==> config.mk <==
export PLATFORM = sky130hd
export DESIGN_NAME = ts_mem_ctrl
export DESIGN_NICKNAME = d
export VERILOG_FILES = /design/src/rtl/ts_mem_ctrl.sv
export SDC_FILE = /design/constraint.sdc
export NUM_CORES = 1
export LEC_CHECK = 0
export CAP_MARGIN = 20
export CORE_MARGIN = 1.5
export CORE_UTILIZATION = 40
export DETAILED_ROUTE_END_ITERATION = 12
export GPL_ROUTABILITY_DRIVEN = 0
export HOLD_SLACK_MARGIN = 0.08
export SLEW_MARGIN = 40
export SYNTH_ARGS = -nofsm -noshare
export SYNTH_HDL_FRONTEND = slang
export SYNTH_SLANG_ARGS = --single-unit
==> constraint.sdc <==
create_clock -name clk_i -period 8.4 [get_ports clk_i]
set_clock_uncertainty 0.15 [all_clocks]
set_input_delay 0.84 -clock clk_i [delete_from_list [all_inputs] [get_ports clk_i]]
set_output_delay 0.84 -clock clk_i [all_outputs]
set_load 0.005 [all_outputs]
==> src/rtl/ts_mem_ctrl.sv <==
// Timestamp ring-buffer controller.
// Owns a simple-dual-port RAM: the read port is dedicated to the host
// (one-cycle latency, no stall), and the write port is shared between the
// timestamp producer and a zero-fill clear sweep.
module ts_mem_ctrl #(
    parameter int ADDR_W    = 5,
    parameter int DATA_W    = 32,
    parameter bit OVERWRITE = 1'b1
) (
    input  logic              clk_i,
    input  logic              rst_n_i,
    input  logic [ADDR_W-1:0] host_addr_i,
    output logic [DATA_W-1:0] host_data_o,
    input  logic              host_pop_i,
    input  logic              enable_i,
    input  logic              clear_i,
    input  logic              wr_valid_i,
    input  logic [DATA_W-1:0] wr_data_i,
    output logic              wr_ready_o,
    output logic [ADDR_W-1:0] wr_ptr_o,
    output logic [ADDR_W-1:0] rd_ptr_o,
    output logic [ADDR_W:0]   count_o,
    output logic              overflow_o,
    output logic              busy_o
);

    localparam int DEPTH = 1 << ADDR_W;
    localparam logic [ADDR_W:0]   CNT_FULL = (ADDR_W + 1)'(DEPTH);
    localparam logic [ADDR_W:0]   CNT_ONE  = (ADDR_W + 1)'(1);
    localparam logic [ADDR_W-1:0] PTR_ONE  = ADDR_W'(1);
    localparam logic [ADDR_W-1:0] PTR_LAST = ADDR_W'(DEPTH - 1);

    typedef enum logic [1:0] {
        IDLE  = 2'd0,
        RUN   = 2'd1,
        CLEAR = 2'd2
    } state_e;

    state_e              state_q, state_d;
    logic [ADDR_W-1:0]   wr_ptr_q, wr_ptr_d;
    logic [ADDR_W-1:0]   rd_ptr_q, rd_ptr_d;
    logic [ADDR_W:0]     count_q, count_d;
    logic                ovf_q, ovf_d;
    logic [ADDR_W-1:0]   sweep_q, sweep_d;
    logic [DATA_W-1:0]   host_data_q;

    logic [DATA_W-1:0]   ram [DEPTH];
    logic                ram_we;
    logic [ADDR_W-1:0]   ram_waddr;
    logic [DATA_W-1:0]   ram_wdata;

    logic                full;
    logic                accept;
    logic                pop_ok;

    // Next-state, pointer bookkeeping and write-port arbitration.
    // A clear pulse wins over everything; a producer write on that same
    // cycle is dropped so the zeroed pointers stay consistent.
    always_comb begin
        state_d   = state_q;
        wr_ptr_d  = wr_ptr_q;
        rd_ptr_d  = rd_ptr_q;
        count_d   = count_q;
        ovf_d     = ovf_q;
        sweep_d   = sweep_q;
        ram_we    = 1'b0;
        ram_waddr = wr_ptr_q;
        ram_wdata = wr_data_i;

        full       = (count_q == CNT_FULL);
        wr_ready_o = (state_q == RUN) && (OVERWRITE || !full);
        accept     = wr_valid_i && wr_ready_o;
        pop_ok     = host_pop_i && (count_q != '0) && (state_q != CLEAR);

        case (state_q)
            IDLE: if (enable_i)  state_d = RUN;
            RUN:  if (!enable_i) state_d = IDLE;
            CLEAR: begin
                ram_we    = 1'b1;
                ram_waddr = sweep_q;
                ram_wdata = '0;
                sweep_d   = sweep_q + PTR_ONE;
                if (sweep_q == PTR_LAST) state_d = enable_i ? RUN : IDLE;
            end
            default: state_d = IDLE;
        endcase

        if (clear_i) begin
            state_d  = CLEAR;
            sweep_d  = '0;
            wr_ptr_d = '0;
            rd_ptr_d = '0;
            count_d  = '0;
            ovf_d    = 1'b0;
        end else if (accept) begin
            ram_we    = 1'b1;
            ram_waddr = wr_ptr_q;
            ram_wdata = wr_data_i;
            wr_ptr_d  = wr_ptr_q + PTR_ONE;
            if (full) begin
                // Overwrite the oldest entry; a concurrent pop folds into this
                // single read-pointer advance.
                rd_ptr_d = rd_ptr_q + PTR_ONE;
                ovf_d    = 1'b1;
            end else if (pop_ok) begin
                rd_ptr_d = rd_ptr_q + PTR_ONE;
            end else begin
                count_d = count_q + CNT_ONE;
            end
        end else if (pop_ok) begin
            rd_ptr_d = rd_ptr_q + PTR_ONE;
            count_d  = count_q - CNT_ONE;
        end
    end

    // Control state registers; reset aborts any sweep in flight.
    always_ff @(posedge clk_i or negedge rst_n_i) begin
        if (!rst_n_i) begin
            state_q  <= IDLE;
            wr_ptr_q <= '0;
            rd_ptr_q <= '0;
            count_q  <= '0;
            ovf_q    <= 1'b0;
            sweep_q  <= '0;
        end else begin
            state_q  <= state_d;
            wr_ptr_q <= wr_ptr_d;
            rd_ptr_q <= rd_ptr_d;
            count_q  <= count_d;
            ovf_q    <= ovf_d;
            sweep_q  <= sweep_d;
        end
    end

    // Host read register: registered RAM output, old data on a same-address write.
    always_ff @(posedge clk_i or negedge rst_n_i) begin
        if (!rst_n_i) host_data_q <= '0;
        else          host_data_q <= ram[host_addr_i];
    end

    // RAM write port; contents are deliberately not reset.
    always_ff @(posedge clk_i) begin
        if (ram_we) ram[ram_waddr] <= ram_wdata;
    end

    assign host_data_o = host_data_q;
    assign wr_ptr_o    = wr_ptr_q;
    assign rd_ptr_o    = rd_ptr_q;
    assign count_o     = count_q;
    assign overflow_o  = ovf_q;
    assign busy_o      = (state_q == CLEAR);

endmodule
* Yosys cells after proc, flatten, opt, wreduce, memory -nomap -nowiden
Memories as Yosys holds them, arrays and structs flattened. A register that Yosys moved wholly into a read port is not among the register bits.
Cells that the tools add are included.
** Word-level totals
- ROM bits :: 0
- Output and inout bits :: 51
- Memories :: 1
- Logic and storage cells :: 68
- Input port bits :: 43
- Bits in registers :: 24
- Latch bits :: 0
- Memory bits (writable) :: 1024
** Memories
- ram :: words 32, width 32, read ports 1, clocked after memory_dff 1, write ports 1, RTL line 47 : logic [DATA_W-1:0] ram [DEPTH];
** Operators by class
- Magnitude comparators :: 0
- Div/mod/pow operators :: 0
- Bitwise logic cells :: 0
- Reduce and logical (&&, ||, !) cells :: 13
- Add/subtract/negate cells :: 5
- Shift operators :: 0
- Equal/unequal tests :: 10
- Mux-type cells :: 33
- Multipliers :: 0
** Operators with widths (count)
- 32-bit two-way mux :: 3
- 5-bit two-way mux :: 11
- 6-bit two-way mux :: 5
- 5-bit by 1-bit adder with 5-bit output, second input constant :: 3
- 3-bit inequality test, second input constant :: 4
- 1-bit two-way mux :: 9
- 2-bit two-way mux :: 4
- 6-bit by 1-bit adder with 6-bit output, second input constant :: 1
- 6-bit equality test, second input constant :: 1
- 2-bit one-hot mux with 3 select lines :: 1
- 3-bit AND reduction :: 2
- 2-bit nonzero test :: 3
- 6-bit nonzero test :: 1
- 6-bit by 1-bit subtractor with 6-bit output, second input constant :: 1
- 5-bit equality test, second input constant :: 1
- 1-bit logical AND :: 3
- 3-bit by 2-bit inequality test with 1-bit output, second input constant :: 1
- 3-bit nonzero test :: 1
- 2-bit by 1-bit equality test with 1-bit output, second input constant :: 1
- 2-bit equality test, second input constant :: 1
- 2-bit zero test :: 1
- 2-bit inequality test, second input constant :: 1
- 2-bit AND reduction :: 1
- 1-bit zero test :: 1

* Depth between registers and ports, before layout
- Depth in word-level cells :: 7
- Gate-level depth with buffers :: 8
- Depth with buffers taken out :: 8

* Least setup slack after synthesis
OpenSTA, ideal clock, no wires.
- Path kind :: input port to flip-flop
- Start :: in wr_valid_i
- End :: mem ram[10][0] (enable)
- Slack :: 4.865 ns
- Path buffers :: 1
- Data required time :: 7.829 ns
- Data arrival time :: 2.964 ns
- Stages :: 5
- Library setup time :: 0.421 ns
- Path through :: nand3b_1 clkbuf_1 nor3_1 a21oi_1 nor2_1
** On the way
- Cells in the longest elaborated chain, start to end :: 5
- Elaborated cells between the ends (all ways) :: 7
- Classes of those cells :: 6 x mux; 1 x reduce/logical
** Ends and longest elaborated chain
- from (decl) :: RTL line 17 : input logic wr_valid_i,
- 1-bit logical AND * :: RTL line 72 : accept = wr_valid_i && wr_ready_o;
- 1-bit two-way mux :: RTL line 95 : end else if (accept) begin
- 1-bit two-way mux :: RTL line 88 : if (clear_i) begin
- 1-bit two-way mux :: RTL line 143 : if (ram_we) ram[ram_waddr] <= ram_wdata;
- 1-bit two-way mux (implied by the code) :: RTL line 143
- to (decl) :: RTL line 47
Mark *: on every way between the ends. The rest lies on a longest branch, timed or not.

* Worst setup path in the final report
- Start :: reg state_q[0]
- End :: out busy_o
** On the way
- Cells in the longest elaborated chain, start to end :: 1
** Ends and longest elaborated chain
- from (decl) :: RTL line 39 : state_e state_q, state_d;
- from (signal assigned) :: RTL line 126 : state_q <= state_d;
- 2-bit equality test :: RTL line 151 : assign busy_o = (state_q == CLEAR);
- to (decl) :: RTL line 24 : output logic busy_o
Every way passes these cells.

==> out/metrics.csv <==
metric;value;unit
synthesis.yosys.warnings;0;
initial_utilization;40.51;%
power_total;11.65;mW
grt_first_pass_wirelength;139600;µm
finish.instance_area;48300;µm²
async_set_or_reset_flop_fraction_in_the_synthesized_netlist;5.185;%
placed_cells;3153;
vias;18730;
drtPass1Iterations;7;
timing.critical_path.required;7.41;ns
beginning_of_the_critical_path;state_q[0];
max_freq;0.2664;GHz
rsz_0062_raised_after_global_routing;false;
io_pins;94;
drt_drc_violations_left;0;
first_iter_violations;2097;
r2r-start;state_q[0];
die_x;324.7;µm
hpwlAfterDp;47120;µm
slew-limit-headroom;40.33;%
synth_area_leaders;edfxtp_1, mux4_2, dfrtp_1;
global_route.usage.total;18.51;%
multi_input_gate_area_in_the_final_layout;9071;µm²
hold-path-cell-count;2;
critPathArrivalTime;2.76;ns
r2r_slack;4.73;ns
wl_per_cell;29.01;µm
run_status;finished, final reports clean;
fp.dieArea;105400;µm²
syn2layout_area_growth;16.70;%
numClockSinks;1080;
clock_insertion_delay_worst_skew;0.68;ns
dominantRegCellSynth;edfxtp_1;
post_synth_num_cell_types;42;
num_antenna_cells;0;
antenna_found_initial;0;
combined_area_of_all_synthesized_cells;41390;µm²
cts.repair_timing.setup_buffer_count;0;
path_cells;nand2b_2 > buf_4 > inv_1 > clkdlybuf4s50_1;
numCtsBuffers;110;
worst_r2r_end;ram[4][13];
whs_endpoint;overflow_o;
synth.ff_latch_count;1080;
reg2regPathDepth;7;
tritoncts;done;
worst_slew_pin_slew;0.8950;ns
globalRoute.totalOverflow;0;
top_cells_by_instance_count_after_synthesis;edfxtp_1, mux4_2, dfrtp_1, nor2_1, clkbuf_1;
tns;0;ns
clk_root_buffer_cell;clkbuf_16;
synth_sequential_area_ratio;77.68;%
ant_nets;0;
crit_path_top_delay_cell;buf_4;
wirelength;97570;µm
power.density;241.1;nW/µm²
synth-edff-count;1024;
hold_startpoint;overflow_o;
timing.final.max_slew_violations;0;
layout-drive-gt1-share;32.93;%
synthesis.nets;1781;
post-synth-top-count-cell;edfxtp_1;
maxCapViolations;0;
critical_path.endpoint_type;output port;
final.period_utilization;44.68;%
synthDominantAreaCellType;edfxtp_1;
routed_via_density;5.570;
crit_fanout;46;
dpl_worst_slack;3.984;ns
syn_avg_cell_area;23.94;µm²
setup_ws;4.646;ns
layout.area.seq;32150;µm²
clk_pin_slew;0.06;ns
largest_net_degree_at_the_start_of_global_routing;64;
critical_path_class;flop to output port;
setup_violations;0;
static-leakage-power;15.81;nW
postLayoutCoreUtil;47.27;%
die_height;324.7;µm
final_cells;3363;
min_path_type;flop to flop;
fp-row-count;117;
syn-instance-count;1729;
hold_viol_final;0;
worst_setup_path_start_kind;flop;
placed_cell_area;44430;µm²
cts.path.max_buffers;3;
fin_hold_ws;0.3646;ns
vdd_ir_drop_max;0.1638;mV
via_count_of_the_first_global_routing_pass;19740;
h-tree-depth;3;
coreArea;102200;µm²
synth_top_cell_area_share;74.29;%
critPathMaxStageDelay;0.56;ns
n_fill_cell;8284;
min_period;3.754;ns
final_net_count;1950;
placement.io_buffers;93;
## routing by layer
layer | routed length (µm) | global-route usage, % | vias to the layer above
met5 | 0 | 0 | -
met4 | 2106 | 5.252 | 0
li1 | - | - | 7691
met3 | 5692 | 2.870 | 124
met2 | 50010 | 31.57 | 660
met1 | 39770 | 24.70 | 10260
## repair_timing
action                    CTS  global route
resized for setup           0             0
hold endpoints to repair   20             0
hold buffers                1             0
## power breakdown
part	internal (mW)	total [mW]	switching (mW)	leakage, nW
combinational	0.319	0.622	0.302	3.44
clock	3.03	5.08	2.05	1.85
sequential	5.90	5.95	0.0428	10.5
## cells in the final DEF, fill, tap and decap left out, types with 28 or more instances in the layout
| master | netlist | layout |
|---|---|---|
| edfxtp_1 | 1024 | 1024 |
| buf_4 | 19 | 39 |
| nor2_4 | 0 | 32 |
| mux2_2 | 37 | 37 |
| and2_2 | 0 | 31 |
| dfrtp_1 | 56 | 56 |
| clkbuf_16 | 0 | 111 |
| clkdlybuf4s50_1 | 0 | 87 |
| mux4_2 | 320 | 320 |
| nand2_1 | 28 | 28 |
## worst max-delay path: cells and delay by family, from the launching register on
kind,cells,cell delay [ns]
buf+inv,3,1.58
flops,1,0.38
simple gates,1,0.13
## worst max-delay path by stage
stage,slack [ns],to
after floorplan,4.86,ram[10][0]
after global routing,4.48,busy_o
after global placement,4.11,ram[24][31]
final,4.65,busy_o
after CTS,4.52,busy_o
after detailed placement,3.98,ram[18][23]
## final cells by class
class	count	area share (%)
Multi-Input combinational cell	554	18.78
Sequential cell	1080	66.56
Tap cell	1368	3.544
Inverter	8	0.06217
Timing Repair Buffer	144	3.111
Clock buffer	148	6.329
Clock inverter	61	1.609
## sequential cells by signal (all words and copies together) (netlist names)
signal,cells
state_q,2
sweep_q,5
ram,1024
count_o,6
rd_ptr_o,5
wr_ptr_o,5
host_data_o,32
overflow_o,1
## cells by family (layout without fill, tap and decap cells)
logic type	after synthesis	after routing	share of synthesized area, %
compound gates	26	26	0.4020
xor+xnor	12	12	0.2539
fa+ha+maj	9	9	0.2902
buf+inv	95	361	1.176
flops	1080	1080	77.68
mux	358	358	18.44
simple gates	149	149	1.756
No activity file was read; power rests on OpenSTA's default activity.
